## config.mk

```make
export PLATFORM = sky130hd
export DESIGN_NAME = mem_access_unit_flat
export DESIGN_NICKNAME = d
export VERILOG_FILES = /design/src/rtl/mem_access_unit_if.sv /design/src/rtl/mem_access_unit.sv /design/src/flat_wrapper.sv
export SDC_FILE = /design/constraint.sdc
export NUM_CORES = 1
export LEC_CHECK = 0
export BUFFER_PORTS_ARGS = -buffer_cell sky130_fd_sc_hd__buf_2
export CORE_ASPECT_RATIO = 1.5
export CORE_UTILIZATION = 25
export CTS_CLUSTER_SIZE = 8
export DETAILED_ROUTE_END_ITERATION = 6
export GPL_TIMING_DRIVEN = 0
export PLACE_DENSITY_LB_ADDON = 0.12
export RECOVER_POWER = 25
export SYNTH_ARGS = -nofsm -noshare
export SYNTH_HDL_FRONTEND = slang
export SYNTH_SLANG_ARGS = --single-unit
```

## constraint.sdc

```tcl
create_clock -name clk -period 1.9 [get_ports clk]
set_clock_uncertainty 0.1 [all_clocks]
set_input_delay 0.095 -clock clk [delete_from_list [all_inputs] [get_ports clk]]
set_output_delay 0.095 -clock clk [all_outputs]
set_load 0.01 [all_outputs]
```

## src/rtl/mem_access_unit_if.sv

```systemverilog
// Bundle of the CPU request/response channel and the memory port of mem_access_unit.
interface mem_access_unit_if #(
  parameter int WIDTH      = 16,
  parameter int ADDR_WIDTH = 16
);
  localparam int LANES = WIDTH / 8;

  logic                  req_valid;
  logic                  req_ready;
  logic                  req_write;
  logic                  req_byte;
  logic                  req_signed;
  logic [ADDR_WIDTH-1:0] req_addr;
  logic [WIDTH-1:0]      req_wdata;
  logic                  resp_valid;
  logic [WIDTH-1:0]      resp_rdata;
  logic                  resp_err;
  logic                  mem_read;
  logic                  mem_write;
  logic [ADDR_WIDTH-1:0] mem_address;
  logic [WIDTH-1:0]      mem_wdata;
  logic [LANES-1:0]      mem_byte_enable;
  logic [WIDTH-1:0]      mem_rdata;
  logic                  mem_resp;

  // Access-unit side.
  modport slave (
    input  req_valid, req_write, req_byte, req_signed, req_addr, req_wdata,
    output req_ready, resp_valid, resp_rdata, resp_err,
    output mem_read, mem_write, mem_address, mem_wdata, mem_byte_enable,
    input  mem_rdata, mem_resp
  );

  // CPU and memory side.
  modport master (
    output req_valid, req_write, req_byte, req_signed, req_addr, req_wdata,
    input  req_ready, resp_valid, resp_rdata, resp_err,
    input  mem_read, mem_write, mem_address, mem_wdata, mem_byte_enable,
    output mem_rdata, mem_resp
  );
endinterface

```

## src/rtl/mem_access_unit.sv

```systemverilog
// Memory access unit: one load/store at a time, byte-lane steering, byte
// enables, byte-load extension, misalign and timeout errors.

// One byte lane: enable, store steering and load byte select.
module mau_lane (
  input  logic       active,
  input  logic       is_byte,
  input  logic       sel,
  input  logic [7:0] wbyte,
  input  logic [7:0] wlane,
  input  logic [7:0] rlane,
  output logic       be,
  output logic [7:0] wd,
  output logic [7:0] rd
);
  assign be = active & (~is_byte | sel);
  assign wd = active ? (is_byte ? wbyte : wlane) : 8'h00;
  assign rd = sel ? rlane : 8'h00;
endmodule

module mem_access_unit #(
  parameter int WIDTH      = 16,
  parameter int ADDR_WIDTH = 16,
  parameter int MAX_WAIT   = 255
) (
  input  logic             clk,
  input  logic             reset,
  mem_access_unit_if.slave bus
);
  localparam int LANES   = WIDTH / 8;
  localparam int LSB     = $clog2(LANES);
  localparam int TO_LAST = (MAX_WAIT > 0) ? MAX_WAIT - 1 : 0;
  localparam int CW      = (TO_LAST > 0) ? $clog2(TO_LAST + 1) : 1;

  typedef enum logic [1:0] {IDLE, ACCESS, RESP} state_t;

  typedef struct packed {
    logic                  write;
    logic                  is_byte;
    logic                  sgn;
    logic [ADDR_WIDTH-1:0] addr;
    logic [WIDTH-1:0]      wdata;
  } req_t;

  state_t                state, state_nx;
  req_t                  req_q;
  logic [CW-1:0]         cnt_q;
  logic [WIDTH-1:0]      rdata_q, rdata_nx;
  logic                  err_q, err_nx;
  logic                  accept, misaligned, in_access, timeout;
  logic [LSB-1:0]        lane;
  logic [LANES-1:0]      be;
  logic [LANES-1:0][7:0] wd, rd;
  logic [7:0]            rbyte;
  logic [WIDTH-1:0]      load_val;

  assign accept     = (state == IDLE) && bus.req_valid;
  assign misaligned = !bus.req_byte && (bus.req_addr[LSB-1:0] != '0);
  assign in_access  = (state == ACCESS);
  assign lane       = req_q.addr[LSB-1:0];

  // Timeout fires on the last allowed ACCESS cycle; mem_resp has priority.
  generate
    if (MAX_WAIT > 0) begin : g_to
      assign timeout = in_access && !bus.mem_resp && (cnt_q == CW'(TO_LAST));
    end else begin : g_noto
      assign timeout = 1'b0;
    end
  endgenerate

  generate
    for (genvar k = 0; k < LANES; k++) begin : g_lane
      mau_lane u_lane (
        .active  (in_access),
        .is_byte (req_q.is_byte),
        .sel     (lane == LSB'(k)),
        .wbyte   (req_q.wdata[7:0]),
        .wlane   (req_q.wdata[8*k +: 8]),
        .rlane   (bus.mem_rdata[8*k +: 8]),
        .be      (be[k]),
        .wd      (wd[k]),
        .rd      (rd[k])
      );
    end
  endgenerate

  // Collapse the lane-selected read bytes; only one lane is ever selected.
  always_comb begin
    rbyte = 8'h00;
    for (int k = 0; k < LANES; k++) rbyte = rbyte | rd[k];
  end

  // Load result: full word, or the selected byte sign/zero extended.
  always_comb begin
    if (req_q.is_byte) load_val = {{(WIDTH-8){req_q.sgn & rbyte[7]}}, rbyte};
    else               load_val = bus.mem_rdata;
  end

  // Next state and the response value captured on entry to RESP.
  always_comb begin
    state_nx = state;
    rdata_nx = rdata_q;
    err_nx   = err_q;
    case (state)
      IDLE: begin
        if (bus.req_valid) begin
          if (misaligned) begin
            state_nx = RESP;
            rdata_nx = '0;
            err_nx   = 1'b1;
          end else begin
            state_nx = ACCESS;
          end
        end
      end
      ACCESS: begin
        if (bus.mem_resp) begin
          state_nx = RESP;
          rdata_nx = req_q.write ? '0 : load_val;
          err_nx   = 1'b0;
        end else if (timeout) begin
          state_nx = RESP;
          rdata_nx = '0;
          err_nx   = 1'b1;
        end
      end
      RESP:    state_nx = IDLE;
      default: state_nx = IDLE;
    endcase
  end

  // State register; reset aborts any request without a response.
  always_ff @(posedge clk or posedge reset) begin
    if (reset) state <= IDLE;
    else       state <= state_nx;
  end

  // Latch every request field on accept; mem_* outputs derive from these.
  always_ff @(posedge clk or posedge reset) begin
    if (reset) begin
      req_q <= '0;
    end else if (accept) begin
      req_q.write   <= bus.req_write;
      req_q.is_byte <= bus.req_byte;
      req_q.sgn     <= bus.req_signed;
      req_q.addr    <= bus.req_addr;
      req_q.wdata   <= bus.req_wdata;
    end
  end

  // Wait counter: cleared on accept, counts ACCESS cycles without mem_resp.
  always_ff @(posedge clk or posedge reset) begin
    if (reset)                          cnt_q <= '0;
    else if (accept)                    cnt_q <= '0;
    else if (in_access && !bus.mem_resp) cnt_q <= cnt_q + 1'b1;
  end

  // Response data and error hold until the next RESP.
  always_ff @(posedge clk or posedge reset) begin
    if (reset) begin
      rdata_q <= '0;
      err_q   <= 1'b0;
    end else begin
      rdata_q <= rdata_nx;
      err_q   <= err_nx;
    end
  end

  assign bus.req_ready       = (state == IDLE);
  assign bus.resp_valid      = (state == RESP);
  assign bus.resp_rdata      = rdata_q;
  assign bus.resp_err        = err_q;
  assign bus.mem_read        = in_access & ~req_q.write;
  assign bus.mem_write       = in_access &  req_q.write;
  assign bus.mem_address     = {req_q.addr[ADDR_WIDTH-1:LSB], LSB'(0)};
  assign bus.mem_wdata       = wd;
  assign bus.mem_byte_enable = be;
endmodule

```

## src/flat_wrapper.sv

```systemverilog
// flat-port wrapper written by rule: the top's interface ports become plain ports
module mem_access_unit_flat 
#(
  parameter int WIDTH      = 16,
  parameter int ADDR_WIDTH = 16,
  parameter int MAX_WAIT   = 255
)
  (clk, reset, bus_req_valid, bus_req_write, bus_req_byte, bus_req_signed, bus_req_addr, bus_req_wdata, bus_req_ready, bus_resp_valid, bus_resp_rdata, bus_resp_err, bus_mem_read, bus_mem_write, bus_mem_address, bus_mem_wdata, bus_mem_byte_enable, bus_mem_rdata, bus_mem_resp);
  mem_access_unit_if #(.WIDTH(WIDTH), .ADDR_WIDTH(ADDR_WIDTH)) bus_i ();
  input  logic clk;
  input  logic reset;
  input wire logic [$bits(bus_i.req_valid)-1:0] bus_req_valid;
  input wire logic [$bits(bus_i.req_write)-1:0] bus_req_write;
  input wire logic [$bits(bus_i.req_byte)-1:0] bus_req_byte;
  input wire logic [$bits(bus_i.req_signed)-1:0] bus_req_signed;
  input wire logic [$bits(bus_i.req_addr)-1:0] bus_req_addr;
  input wire logic [$bits(bus_i.req_wdata)-1:0] bus_req_wdata;
  output wire logic [$bits(bus_i.req_ready)-1:0] bus_req_ready;
  output wire logic [$bits(bus_i.resp_valid)-1:0] bus_resp_valid;
  output wire logic [$bits(bus_i.resp_rdata)-1:0] bus_resp_rdata;
  output wire logic [$bits(bus_i.resp_err)-1:0] bus_resp_err;
  output wire logic [$bits(bus_i.mem_read)-1:0] bus_mem_read;
  output wire logic [$bits(bus_i.mem_write)-1:0] bus_mem_write;
  output wire logic [$bits(bus_i.mem_address)-1:0] bus_mem_address;
  output wire logic [$bits(bus_i.mem_wdata)-1:0] bus_mem_wdata;
  output wire logic [$bits(bus_i.mem_byte_enable)-1:0] bus_mem_byte_enable;
  input wire logic [$bits(bus_i.mem_rdata)-1:0] bus_mem_rdata;
  input wire logic [$bits(bus_i.mem_resp)-1:0] bus_mem_resp;
  assign bus_i.req_valid = bus_req_valid;
  assign bus_i.req_write = bus_req_write;
  assign bus_i.req_byte = bus_req_byte;
  assign bus_i.req_signed = bus_req_signed;
  assign bus_i.req_addr = bus_req_addr;
  assign bus_i.req_wdata = bus_req_wdata;
  assign bus_req_ready = bus_i.req_ready;
  assign bus_resp_valid = bus_i.resp_valid;
  assign bus_resp_rdata = bus_i.resp_rdata;
  assign bus_resp_err = bus_i.resp_err;
  assign bus_mem_read = bus_i.mem_read;
  assign bus_mem_write = bus_i.mem_write;
  assign bus_mem_address = bus_i.mem_address;
  assign bus_mem_wdata = bus_i.mem_wdata;
  assign bus_mem_byte_enable = bus_i.mem_byte_enable;
  assign bus_i.mem_rdata = bus_mem_rdata;
  assign bus_i.mem_resp = bus_mem_resp;
  mem_access_unit #(.WIDTH(WIDTH), .ADDR_WIDTH(ADDR_WIDTH), .MAX_WAIT(MAX_WAIT)) u_core (.clk(clk), .reset(reset), .bus(bus_i));
endmodule
```

==> results of run 1 <==
## repair_timing
action / CTS / global route
gates resized for setup: 16 / 5
hold endpoints to repair: 102 / 0
hold buffers: 40 / 0
pin swaps: 0 / 1
gates cloned: 0 / 1
setup endpoints to repair: 23 / 18
setup buffers: 0 / 3
## cells in the final DEF, fill, tap and decap left out, drive strengths merged, types with 3 or more instances in the layout
| cell type | synthesis | layout |
|---|---|---|
| nand2 | 116 | 116 |
| buf | 31 | 110 |
| dfrtp | 62 | 62 |
| clkbuf | 12 | 56 |
| dlygate4sd3 | 0 | 40 |
| nand3 | 20 | 20 |
| nor2 | 20 | 20 |
| o21ai | 14 | 14 |
| o211ai | 12 | 12 |
| inv | 13 | 12 |
| mux2i | 11 | 11 |
| a21boi | 9 | 9 |
| and2 | 9 | 9 |
| and3 | 8 | 8 |
| o221ai | 7 | 7 |
| bufinv | 0 | 3 |
| nor2b | 3 | 3 |
## worst paths after layout
path,to
min,u_core.bus.resp_rdata[14]
min in group asynchronous,u_core.bus.mem_address[4]
max in group asynchronous,u_core.req_q[33]
max,bus_mem_byte_enable[0]
max reg2reg,u_core.bus.mem_address[4]
min reg2reg,u_core.bus.mem_address[1]
## worst max-delay path, cell delays in order (launching register included)
cell,delay (ns)
dfrtp_1,0.40
buf_6,0.14
or2b_1,0.25
buf_6,0.16
a21oi_2,0.10
buf_4,0.11
buf_2,0.11
## area by class of cell
class                      instances  area [sq um]  share of cell area (%)
antenna                            1          2.50                  0.0526
tap                              156           195                    4.10
timing repair buffer             152           933                    19.6
clock inverter                     3          90.1                    1.89
inverter                          13          50.0                    1.05
multi-input combinational        257          1410                    29.6
buffer                            41           263                    5.52
clock buffer                      13           260                    5.47
sequential                        62          1550                    32.6
## per-stage QoR
stage | setup WS, ns | utilization, % | TNS (ns) | std cells | total power (uW)
2_1_floorplan | 0.164 | - | 0 | 375 | 4060
4_1_cts | -0.0119 | 38.0 | -0.0159 | 694 | 7260
6_report | 0.106 | 37.8 | 0 | 698 | 7100
5_1_grt | 0.00201 | 37.8 | 0 | 698 | 7670
3_3_place_gp | -0.870 | 31.6 | -53.85 | 639 | 5090
3_5_place_dp | -0.0950 | 31.6 | -0.106 | 639 | 5130
## registers in the layout, indices dropped and copies added, names as in the netlist
signal / flops
u_core.bus.resp_err: 1
u_core.req_q: 19
u_core.bus.resp_rdata: 16
u_core.cnt_q: 8
u_core.bus.mem_address: 15
u_core.state: 2
u_core.lane: 1
## report_power, final
part | internal (uW) | total (uW) | leakage, uW | switching [uW]
sequential | 1870 | 2240 | 0.000792 | 379
clock | 1350 | 1930 | 0.000170 | 576
combinational | 1290 | 2930 | 0.00139 | 1640
## logic make-up after synthesis
group                      Yosys count
buffers and inverters               56
and+or+nand+nor                    193
adders and majority gates            2
muxes                               12
DFF                                 62
xor gates and xnor gates             1
other                                1
AOI/OAI and AO/OA                   48
## routing by layer
| layer | track usage, % | part of all wire (%) | routed length (um) | vias to the layer above |
|---|---|---|---|---|
| met5 | 0 | 0 | 0 | - |
| met4 | 5.34 | 1.0 | 104 | 0 |
| met3 | 3.75 | 4.9 | 489 | 10 |
| met2 | 27.5 | 51 | 5110 | 95 |
| met1 | 17.5 | 43 | 4260 | 1425 |
| li1 | - | - | - | 1547 |
==> qor.yml, run 1 <==
status:
  status: "completed"
worst_hold_path:
  hold_path.startpoint: "bus_mem_rdata[14]"
  hold_path_class: "in -> reg"
  holdPathStages: 3
layout:
  nNetsFinal: 593
  drive_gt1_share_pct: 25.3
  areaGrowthSynthToFinish_pct: 46.8
  final_cell_area_sq_um: 4760
  fillers: 1323
sta:
  slew_headroom_pct: 25.6
  slew_violations: 0
  rsz0062_at_grt: "false"
  fmax_mhz: 557
  fin_crit_ns: 1.79
  hold_viol_final: 0
  fin_crit_sh_pct: 94.4
  setup_viol: 0
  whs_ns: 0.00983
  tightest_slew_ns: 1.11
power_and_ir_drop:
  p_per_area_nw_per_um2: 1490
  leakage_uw: 0.00236
  ir_worst_vdd_mv: 0.607
yosys:
  synth_top_area_share_pct: 47.9
  syn-num-nets: 432
  yosysMostFrequentCell: "nand2_1"
  synth-compound-area-share_pct: 10.5
  seq_area_frac_synth_pct: 47.9
  synth_area_leaders: "dfrtp_1 (48%), nand2_1 (13%), buf_4 (4.4%)"
  synth_area_sq_um: 3240
  synth_top_area_cell: "dfrtp_1"
  async_flop_share_pct: 100
  yosys.area_share.simple_pct: 27.4
  synthMuxAreaShare_pct: 3.75
  netlist_instances: 375
  synth-warning-count: 0
  synth_top_family_by_area: "simple AND/OR/NAND/NOR gates"
  synth_xor_area_share_pct: 0.270
  synth_common_cells: "nand2_1 (116), dfrtp_1 (62), nand3_1 (20), nor2_1 (20), buf_4 (19)"
  synth.ff_latch_count: 62
  ys.flop_type: "dfrtp_1"
  synthAdderAreaFrac_pct: 0.772
  yosys.cell_types.count: 43
  synth_area_per_cell_sq_um: 8.64
  synth_edf_count: 0
die:
  fp.coreArea_sq_um: 12600
  initial_core_util_pct: 25.8
  rows: 50
  fp.dieW_um: 95.0
  die_h_um: 141
  dieArea_sq_um: 13400
  ios: 110
placed_design:
  place_congestion: 0.726
  io_buffers: 108
  post_dp_cell_area_sq_um: 3980
  hpwl_um: 6970
clock_network:
  insertion_delay_ns: 0.32
  clock-sinks: 62
  htreeDepth: 3
  path_clk_slew_ns: 0.05
  cts_root_buf: "clkbuf_16"
  cts_tree: "built"
  cts_buffer_depth: 2
  cts_buffers: 9
drt:
  drtIter0Drc: 97
  drc: 0
  avgViaCountPerCell: 4.41
  vias: 3077
  antenna_left: 0
  firstDrtPassIters: 6
  wl_um: 9970
  wire_per_inst_um: 14.3
critical_path:
  path_max_fanout: 10
  r2r_start: "u_core.state[0]"
  worstPathRequired_ns: 1.70
  rrSetupSlack_ns: 0.13
  worstPathArrival_ns: 1.60
  worstRegToRegCells: 6
  cp-startpoint: "u_core.state[1]"
  cp-start-kind: "register"
  critPathKind: "reg -> out"
  cp-end-kind: "primary output"
flow_run:
  cap_violations: 0
global_routing:
  overflow: 0
  track_usage_pct: 15.4
  grt_pass1_wl_um: 15600
  grt_pass1_vias: 3083
  grt_max_degree: 63
  antenna_found_initial: 1
Power figures use the tool's default switching activity.
==> run 2, diff against run 1 <==
--- a/config.mk
+++ b/config.mk
@@ -5,11 +5,11 @@
 export SDC_FILE = /design/constraint.sdc
 export NUM_CORES = 1
 export LEC_CHECK = 0
-export BUFFER_PORTS_ARGS = -buffer_cell sky130_fd_sc_hd__buf_2
 export CORE_ASPECT_RATIO = 1.5
-export CORE_UTILIZATION = 25
+export CORE_UTILIZATION = 60
 export CTS_CLUSTER_SIZE = 8
 export DETAILED_ROUTE_END_ITERATION = 6
+export DONT_BUFFER_PORTS = 1
 export GPL_TIMING_DRIVEN = 0
 export PLACE_DENSITY_LB_ADDON = 0.12
 export RECOVER_POWER = 25
==> qor.yml, run 2 (same netlist as run 1, synthesis figures left out) <==
status:
  status: "completed"
global_routing:
  track_usage_pct: 32.8
  overflow: 0
  grt_pass1_wl_um: 13600
  grt_max_degree: 42
  grt_pass1_vias: 3004
  antenna_found_initial: 0
critical_path:
  critPathKind: "reg -> out"
  path_max_fanout: 19
  crit_top_cell: "buf_4"
  cp-end-kind: "primary output"
  worstPathRequired_ns: 1.70
  cp-start-kind: "register"
  r2r_start: "u_core.state[1]"
  worstPathArrival_ns: 1.61
  crit_chain: "buf_6, or2b_1, buf_4, nor2_2, buf_4"
  cp_slowest_cell: "dfrtp_1"
  r2r-end: "u_core.bus.resp_rdata[12]"
  rrSetupSlack_ns: 0.09
  crit_path_max_incr_delay_ns: 0.40
  worstRegToRegCells: 5
clock_network:
  cts_buffer_depth: 2
  insertion_delay_ns: 0.33
  htreeDepth: 3
  clock-sinks: 62
  cts_buffers: 9
  cts_root_buf: "clkbuf_8"
  cts_tree: "built"
  path_clk_slew_ns: 0.07
drt:
  avgViaCountPerCell: 5.70
  vias: 2867
  antenna_left: 0
  wire_per_inst_um: 17.1
  wl_um: 8610
  firstDrtPassIters: 4
  drtIter0Drc: 187
  drc: 0
layout:
  final_cell_area_sq_um: 4060
  top_register: "u_core.req_q"
  n_antenna_cell: 0
  largest_reg_flops: 19
  final_common_cell: "nand2_1"
  areaGrowthSynthToFinish_pct: 25.4
  drive_gt1_share_pct: 12.9
  finalNonFillerCells: 503
  layout_common_cells: "nand2_1 (116), dfrtp_1 (61), dlygate4sd3_1 (46)"
  final_util_pct: 78.7
  nNetsFinal: 487
worst_hold_path:
  hold_path.startpoint: "bus_mem_rdata[6]"
  hold_path_class: "in -> reg"
  hold_end: "u_core.bus.resp_rdata[6]"
  holdPathStages: 3
sta:
  fin_crit_ns: 1.81
  fin_crit_sh_pct: 95.2
  setup_viol: 0
  hold_viol_final: 0
  fmax_mhz: 553
  rsz0062_at_grt: "false"
  tightest_slew_ns: 0.855
  slew_violations: 0
  slew_headroom_pct: 42.9
flow_run:
  cap_violations: 0
die:
  die_h_um: 92.0
  fp.dieW_um: 62.0
  ios: 110
  dieArea_sq_um: 5710
  initial_core_util_pct: 62.7
  fp.coreArea_sq_um: 5160
  rows: 32
placed_design:
  place_congestion: 0.810
  io_buffers: 0
  hpwl_um: 5590
  post_dp_cell_area_sq_um: 3350
  dpl.cell_count: 444
power_and_ir_drop:
  p_per_area_nw_per_um2: 1530
  leakage_uw: 0.00196
  ir_worst_vdd_mv: 0.904
-- run 2: cell count changes in the layout (fill, tap and decap cells not counted), sizes merged --
cell	previous run	this run
clkbuf	56	22
inv	12	13
dlygate4sd3	40	46
buf	110	32
diode	1	0
clkinv	1	0
-- run 2: final cells by class --
class                      count  area [sq um]
clock buffer                  13           159
clock inverter                 3          90.1
timing repair buffer          47           480
tap                           68          85.1
fill                         341          1100
sequential                    62          1550
inverter                      13          48.8
buffer                        40           249
multi-input combinational    257          1400
-- run 2: critical path, delay by kind of cell, from the launching register on --
family / cells / cell delay (ns)
buf+inv: 3 / 0.49
flops: 1 / 0.40
simple gates: 2 / 0.37
-- run 2: repair_timing --
item / in CTS / in global routing
buffers inserted: 0 / 0
gates resized for setup: 3 / 6
setup endpoints to repair: 13 / 15
endpoints found under the hold margin: 111 / 0
hold buffers: 46 / 0
-- run 2: how the worst max path moves through the flow --
stage | from | endpoint | cells after the start
5_1_grt | u_core.state[1] | bus_mem_byte_enable[1] | 5
3_3_place_gp | reset | u_core.bus.resp_rdata[3] | 1
3_5_place_dp | u_core.state[1] | u_core.bus.resp_rdata[1] | 5
4_1_cts | u_core.state[1] | u_core.bus.resp_rdata[1] | 5
6_report | u_core.state[1] | bus_mem_byte_enable[1] | 5
2_1_floorplan | reset | u_core.bus.mem_address[10] | 1
-- run 2: per-stage QoR --
step	setup TNS (ns)	hold WS, ns	total power [uW]	setup WS [ns]
2_1_floorplan	0	0.100	4060	0.164
3_3_place_gp	-33.44	0.102	4500	-0.543
3_5_place_dp	0	-0.0744	4610	0.0735
4_1_cts	0	0.00194	6150	0.00914
5_1_grt	0	0.0384	6600	0.0194
6_report	0	0.00986	6210	0.0910
-- run 2: report_power, final --
group          internal, uW  switching (uW)
sequential             1860             486
clock                   945             499
combinational           983            1440
total                  3790            2420
-- run 2: layer usage --
layer | vias to the layer above | share of wire [%] | GRT usage, %
met5 | - | 0 | 0
met4 | 0 | 4.4 | 22.4
met3 | 31 | 6.5 | 8.32
met2 | 129 | 52 | 53.0
met1 | 1377 | 37 | 35.9
li1 | 1330 | - | -
==> run 3, diff against run 2 <==
--- a/config.mk
+++ b/config.mk
@@ -6,7 +6,7 @@
 export NUM_CORES = 1
 export LEC_CHECK = 0
 export CORE_ASPECT_RATIO = 1.5
-export CORE_UTILIZATION = 60
+export CORE_UTILIZATION = 45
 export CTS_CLUSTER_SIZE = 8
 export DETAILED_ROUTE_END_ITERATION = 6
 export DONT_BUFFER_PORTS = 1
==> qor.yml, run 3 (same netlist as run 1, synthesis figures left out) <==
critical_path:
  cp-start-kind: "register"
  worstPathArrival_ns: 1.58
  path_max_fanout: 10
  cp-end-kind: "primary output"
  critPathKind: "reg -> out"
  worstPathRequired_ns: 1.70
die:
  rows: 37
  fp.coreArea_sq_um: 6900
  ios: 110
  dieArea_sq_um: 7550
  die_h_um: 106
  fp.dieW_um: 71.3
  initial_core_util_pct: 47.0
sta:
  slew_violations: 0
  tightest_slew_ns: 0.941
  whs_ns: 0.0112
  setup_viol: 0
  rsz0062_at_grt: "false"
  fmax_mhz: 564
  fin_crit_ns: 1.77
  fin_crit_sh_pct: 93.3
  slew_headroom_pct: 37.2
  hold_viol_final: 0
  fin_ws_ns: 0.127
clock_network:
  clock-sinks: 62
  path_clk_slew_ns: 0.07
  cts_buffers: 9
  htreeDepth: 3
  cts_tree: "built"
  cts_root_buf: "clkbuf_8"
  insertion_delay_ns: 0.33
  cts_buffer_depth: 2
drt:
  firstDrtPassIters: 7
  avgViaCountPerCell: 5.29
  drtIter0Drc: 107
  wl_um: 8430
  antenna_left: 0
  drc: 8
  wire_per_inst_um: 16.3
  vias: 2737
placed_design:
  io_buffers: 0
  place_ws_ns: 0.00775
  place_congestion: 0.799
  hpwl_um: 5710
layout:
  largest_reg_flops: 19
  nNetsFinal: 491
  final_util_pct: 58.8
  final_common_cell: "nand2_1"
  layout_common_cells: "nand2_1 (116), dfrtp_1 (61), dlygate4sd3_1 (48)"
  drive_gt1_share_pct: 12.1
  n_antenna_cell: 0
  top_register: "u_core.req_q"
  areaGrowthSynthToFinish_pct: 25.3
power_and_ir_drop:
  leakage_uw: 0.00195
  p_per_area_nw_per_um2: 1470
  total_power_uw: 5950
  ir_worst_vdd_mv: 0.858
global_routing:
  grt_pass1_wl_um: 13700
  grt_max_degree: 41
  antenna_found_initial: 0
  grt_pass1_vias: 2831
  overflow: 0
  track_usage_pct: 23.6
status:
  status: "finished with violations"
  violations: "design-rule violations"
flow_run:
  cap_violations: 0
worst_hold_path:
  hold_path_class: "in -> reg"
-- run 3: changes by cell type in the layout (fill, tap and decap cells not counted), moves of 2 or more --
cell	delta
clkbuf_1	+4
dlygate4sd3_1	+2
clkinv_2	+2
buf_4	-2
-- run 3: per-stage QoR --
| stage | instance area (sq um) | std cells | TNS, ns |
|---|---|---|---|
| 2_1_floorplan | 3240 | 375 | 0 |
| 3_3_place_gp | 3340 | 453 | -37.90 |
| 3_5_place_dp | 3360 | 454 | 0 |
| 4_1_cts | 4060 | 516 | 0 |
| 5_1_grt | 4060 | 517 | 0 |
| 6_report | 4060 | 517 | 0 |
-- run 3: path summary, 6_finish.rpt --
check                                           startpoint                    endpoint  slack (ns)  cells after the start
max in group asynchronous                            reset            u_core.req_q[33]        0.64                      3
worst min register to register  u_core.bus.mem_address[11]  u_core.bus.mem_address[11]        0.37                      2
worst max register to register             u_core.state[0]             u_core.req_q[3]        0.13                      6
worst min-delay path                      bus_mem_rdata[7]    u_core.bus.resp_rdata[7]        0.01                      3
min in group asynchronous                            reset   u_core.bus.mem_address[5]        0.32                      2
worst max-delay path                       u_core.state[1]      bus_mem_byte_enable[0]        0.13                      5
-- run 3: what timing repair did --
item,4_1_cts,5_1_grt
hold endpoints to repair,89,0
setup endpoints to repair,20,14
setup buffers,0,1
pin swaps,0,1
hold buffers,48,0
gates resized for setup,3,6
-- run 3: area by class of cell --
type | instances | area, sq um
timing repair buffer | 50 | 508
multi-input combinational | 257 | 1400
sequential | 62 | 1550
clock buffer | 12 | 145
clock inverter | 4 | 70.1
fill | 610 | 2840
buffer | 41 | 241
tap | 78 | 97.6
inverter | 13 | 48.8
-- run 3: routing by layer --
layer  share of wire (%)  global-route usage [%]  vias up
li1                    -                       -     1336
met1                  39                    26.9     1275
met2                  51                    40.5      107
met3                 6.7                    5.97       19
met4                 2.6                    11.7        0
met5                   0                       0        -
-- run 3: worst max-delay path, stage by stage, from the launching register on --
cell and delay, ns:
dfrtp_1 0.39, buf_6 0.15, or2b_1 0.23, buf_2 0.19, a21oi_1 0.15, buf_4 0.14
-- run 3: report_power, final --
part           switching [uW]  internal [uW]  total [uW]
clock                     499            771        1270
sequential                468           1860        2330
combinational            1390            964        2350
